## src/rtl/instruction_fetch.sv

```systemverilog
// Instruction fetch stage: holds the PC and fetches one word per request over a req/ack handshake.
// It computes the next PC from jump, branch and JR controls once the back end retires the instruction.
module instruction_fetch #(
    parameter logic [31:0] RESET_PC = 32'h0000_0000,
    parameter int          PC_WIDTH = 32
) (
    input  logic                clk,
    input  logic                reset,
    output logic                imem_req,
    output logic [PC_WIDTH-1:0] imem_addr,
    input  logic                imem_ack,
    input  logic [31:0]         imem_rdata,
    output logic [31:0]         instr,
    output logic [5:0]          opcode,
    output logic [5:0]          funct,
    output logic                instr_valid,
    input  logic                instr_ready,
    input  logic                Jump,
    input  logic                JumpSel,
    input  logic                Branch,
    input  logic                alu_zero,
    input  logic [31:0]         reg_target,
    output logic [PC_WIDTH-1:0] pc,
    output logic [PC_WIDTH-1:0] pc_plus4,
    output logic                misalign
);

    // state | meaning
    // IDLE  | one cycle after reset release, no request outstanding
    // REQ   | request to memory at pc, waiting for ack
    // HOLD  | instr valid, waiting for back end to retire it
    typedef enum logic [1:0] {
        IDLE = 2'd0,
        REQ  = 2'd1,
        HOLD = 2'd2
    } state_t;

    state_t              state_q, state_d;
    logic [PC_WIDTH-1:0] pc_q, pc_d;
    logic [31:0]         instr_q, instr_d;
    logic                valid_q, valid_d;
    logic                misalign_q, misalign_d;
    logic [PC_WIDTH-1:0] next_pc;
    logic [31:0]         br_offset;

    always_ff @(posedge clk or posedge reset) begin
        if (reset) begin
            state_q    <= IDLE;
            pc_q       <= RESET_PC;
            instr_q    <= 32'h0;
            valid_q    <= 1'b0;
            misalign_q <= 1'b0;
        end else begin
            state_q    <= state_d;
            pc_q       <= pc_d;
            instr_q    <= instr_d;
            valid_q    <= valid_d;
            misalign_q <= misalign_d;
        end
    end

    assign pc_plus4  = pc_q + 32'd4;
    assign br_offset = {{14{instr_q[15]}}, instr_q[15:0], 2'b00};

    // Jump outranks Branch; JR drops the low two bits and flags them separately.
    always_comb begin
        next_pc = pc_plus4;
        if (Jump && JumpSel) begin
            next_pc = {reg_target[31:2], 2'b00};
        end else if (Jump) begin
            next_pc = {pc_plus4[31:28], instr_q[25:0], 2'b00};
        end else if (Branch && !alu_zero) begin
            next_pc = pc_plus4 + br_offset;
        end
    end

    always_comb begin
        state_d    = state_q;
        pc_d       = pc_q;
        instr_d    = instr_q;
        valid_d    = valid_q;
        misalign_d = misalign_q;
        case (state_q)
            IDLE: state_d = REQ;
            REQ: begin
                if (imem_ack) begin
                    instr_d = imem_rdata;
                    valid_d = 1'b1;
                    state_d = HOLD;
                end
            end
            HOLD: begin
                if (instr_ready) begin
                    pc_d    = next_pc;
                    valid_d = 1'b0;
                    state_d = REQ;
                    if (Jump && JumpSel && (reg_target[1:0] != 2'b00)) begin
                        misalign_d = 1'b1;
                    end
                end
            end
            default: state_d = IDLE;
        endcase
    end

    assign imem_req    = (state_q == REQ);
    assign imem_addr   = pc_q;
    assign instr       = instr_q;
    assign opcode      = instr_q[31:26];
    assign funct       = instr_q[5:0];
    assign instr_valid = valid_q;
    assign pc          = pc_q;
    assign misalign    = misalign_q;

endmodule
```

## config.mk

```make
export PLATFORM = sky130hd
export DESIGN_NAME = instruction_fetch
export DESIGN_NICKNAME = d
export VERILOG_FILES = /design/src/rtl/instruction_fetch.sv
export SDC_FILE = /design/constraint.sdc
export NUM_CORES = 1
export LEC_CHECK = 0
export CAP_MARGIN = 20
export CELL_PAD_IN_SITES_DETAIL_PLACEMENT = 0
export CELL_PAD_IN_SITES_GLOBAL_PLACEMENT = 2
export CORE_MARGIN = 5
export CORE_UTILIZATION = 25
export DETAILED_ROUTE_END_ITERATION = 12
export GPL_TIMING_DRIVEN = 1
export PLACE_DENSITY_LB_ADDON = 0.1
export SLEW_MARGIN = 20
export SYNTH_ARGS = -nofsm -noshare
export SYNTH_HDL_FRONTEND = slang
export SYNTH_SLANG_ARGS = --single-unit
```

## constraint.sdc

```tcl
create_clock -name clk -period 4.1 [get_ports clk]
set_clock_uncertainty 0.05 [all_clocks]
set_input_delay 0.41 -clock clk [delete_from_list [all_inputs] [get_ports clk]]
set_output_delay 0.41 -clock clk [all_outputs]
set_load 0.005 [all_outputs]
```

==> reports/results.tsv <==
metric	value	unit
placed cell area	7890	um2
routed wire length	23290	um
number of antenna violations at the first check in global routing	0	
core box area	22430	um2
power density normalized to cell area	878.2	nW/um2
clock tree from TritonCTS	done	
Chip Width	160.3	um
IO buf count	208	
Min-Delay Endpoint	instr_valid	
global-route congestion overflow total	0	
category of the critical setup timing path	register to register	
worst reg2reg path depth	14	
Post-synth top flop	dfrtp_1	
slew at the pin closest to its max-slew limit	0.8477	ns
full die area	25700	um2
EDFF count, synth	0	
share of cells above drive strength 1	0.1420	
Die Span Y	160.3	um
final net count	942	
cell depth of the worst min-delay path	2	
flip-flop and latch count after synthesis	66	
clock slew at the register clock pins of the worst setup and hold paths	0.06	ns
fraction of the yosys area taken by sequential cells	0.2924	
fraction of synthesized cell area taken by the top area cell type	0.2924	
setup repair after global routing missed its margin	false	
Antenna diodes	0	
setup TNS	0	ns
first-iteration detailed-routing DRC count	274	
final weighted congestion of routability-driven global placement	0.8872	
overall via count from detail_route	5509	
number of buffers created by CTS	9	
Area Growth Syn to Fin	47.33	%
via count of the first global-routing pass	5838	
Gate Count Post-Synth	648	
nature of the critical path endpoint	register	
CTS Hold Bufs	0	
Period Utilization, post-route	0.9432	
number of filler cells placed in the layout	2357	
fraction of registers with async set or reset after synthesis	1.000	
maximum clock frequency	0.2586	GHz
Syn Area/Cell	8.718	um2
most area-consuming cells after synthesis	dfrtp_1 (29%), mux2_2 (8.2%), ha_1 (8.0%)	
GRT Total Usage	0.1758	
worst reg2reg path startpoint	imem_addr[3]	
ranking of synthesized cells by instance count	nand2_1 (77), dfrtp_1 (66), a21oi_1 (48), buf_4 (48), nor2_1 (45)	
count of boundary I/O pins	215	
synth unique cells	61	
library cell used as clock root buffer	clkbuf_16	
number of optimization iterations in the first detailed-route pass	4	
Rel. slew slack	0.4349	
setup slack of the most critical reg-to-reg path	0.23	ns
Slew Limit Fails	0	
most frequent cell after synthesis	nand2_1	
number of violations of the max-capacitance limit	0	
residual DRC count	0	
Static Leakage	3.471	nW
number of buffers on the longest clock path	2	
final hold viol count	0	
worst skew pair latency	0.35	ns
hold path startpoint	instr_valid	
post-synthesis cell area	5649	um2
peak fanout along the critical path	6	
Crit path required time	4.33	ns
Final Critical Period	3.867	ns
Synth area leader	dfrtp_1	
Post-DP HPWL	17650	um
global-route wire length before repair	35270	um
final cell area excluding filler cells	8323	um2
number of H-tree levels	3	
result of the run	complete, no violations	
type of the tightest min-delay check	register to register	
DRT antenna net count	0	
worst endpoint data arrival time	4.09	ns
Via-to-Cell Ratio	4.906	
routed wirelength normalized by instance count	20.74	um
FF-to-FF End	imem_addr[31]	
largest net degree at the start of global routing	50	
worst vdd ir	252.0	uV
initial core utilization	0.2518	
number of clock sinks seen by CTS	66	
final number of setup-violating endpoints	0	
Cell Rows	55	
Setup crit start kind	register	
total number of yosys warnings	0	
==> cell usage in the layout (no fill, tap or decap), drive strengths merged, types with 23 or more instances in the layout <==
cell	n
nor2	45
dfrtp	66
a21oi	49
clkdlybuf4s50	207
nand2	77
o21ai	32
xnor2	27
mux2	42
buf	34
xor2	23
ha	36
==> worst max-delay path by stage <==
| stage | startpoint | endpoint | slack, ns |
|---|---|---|---|
| floorplan | imem_addr[5] | imem_addr[31] | 0.21 |
| global placement | imem_addr[2] | imem_addr[31] | 0.14 |
| detailed placement | imem_addr[2] | imem_addr[31] | 0.07 |
| CTS | imem_addr[2] | imem_addr[31] | 0.06 |
| global route | imem_addr[3] | imem_addr[26] | 0.01 |
| finish | imem_addr[3] | imem_addr[31] | 0.23 |
==> through the flow <==
stage	setup slack [ns]	hold WS, ns	util	cells	total power [mW]
2_1_floorplan	0.2092	0.4013	-	653	4.242
3_3_place_gp	0.1378	0.4108	0.3517	1105	6.368
3_5_place_dp	0.07500	0.4219	0.3517	1105	6.337
4_1_cts	0.05503	0.4420	0.3662	1121	7.306
5_1_grt	0.01331	0.4600	0.3710	1123	7.888
6_report	0.2327	0.4358	0.3710	1123	7.309
==> kinds of logic (layout without fill, tap and decap cells) <==
family / Yosys count / count (layout) / synth area share
AO/OA/AOI/OAI: 159 / 159 / 0.1865
XOR/XNOR: 50 / 50 / 0.07752
adder cells (fa/ha/maj): 37 / 37 / 0.08328
buffers and inverters: 81 / 266 / 0.08571
flip-flops: 66 / 66 / 0.2924
multiplexers: 59 / 59 / 0.1145
other: 1 / 6 / 0.0006638
AND/OR/NAND/NOR: 195 / 195 / 0.1595
==> critical path, cell delays in order, from the launching register on <==
cell,delay [ns]
dfrtp_1,0.44
and3_2,0.29
and3_1,0.24
nand2_1,0.08
xnor2_1,0.17
ha_1,0.41
nand2_1,0.12
nor2_1,0.16
nand2_1,0.08
o31ai_2,0.44
a221o_2,0.35
a31oi_4,0.13
o31ai_1,0.34
mux2_4,0.34
a21oi_2,0.12
==> registers in the layout, summed over array words and instances (netlist names) <==
signal,count
state_q,2
instr,32
misalign,1
instr_valid,1
imem_addr,30
==> power by group <==
part           internal [mW]  switching [mW]  total (mW)  leakage (nW)
registers              0.965           0.456        1.42         0.787
logic                   2.66            2.33        4.99          2.52
clock network          0.539           0.361       0.901         0.160
total                   4.16            3.15        7.31          3.47
==> timing repair <==
action | 4_1_cts | 5_1_grt
resized for setup | 0 | 17
buffers inserted | 0 | 2
hold endpoints to repair | 0 | 0
setup endpoints to repair | 0 | 6
==> layout make-up <==
class	count	area, um2	share of cell area
Clock buffer	9	225.2	0.02706
Clock inverter	7	100.1	0.01203
Inverter	9	36.28	0.004360
Multi-Input combinational cell	506	3626	0.4357
Sequential cell	66	1654	0.1987
Tap cell	285	356.6	0.04284
Timing Repair Buffer	241	2325	0.2793
==> per-layer routing <==
metal / vias up / share of wire / track usage
li1: 2660 / - / -
met5: - / 0 / 0
met3: 15 / 0.046 / 0.04106
met2: 155 / 0.49 / 0.3000
met1: 2679 / 0.46 / 0.2280
met4: 0 / 0.012 / 0.03637
Note: power is estimated with default switching activity, not from simulation.
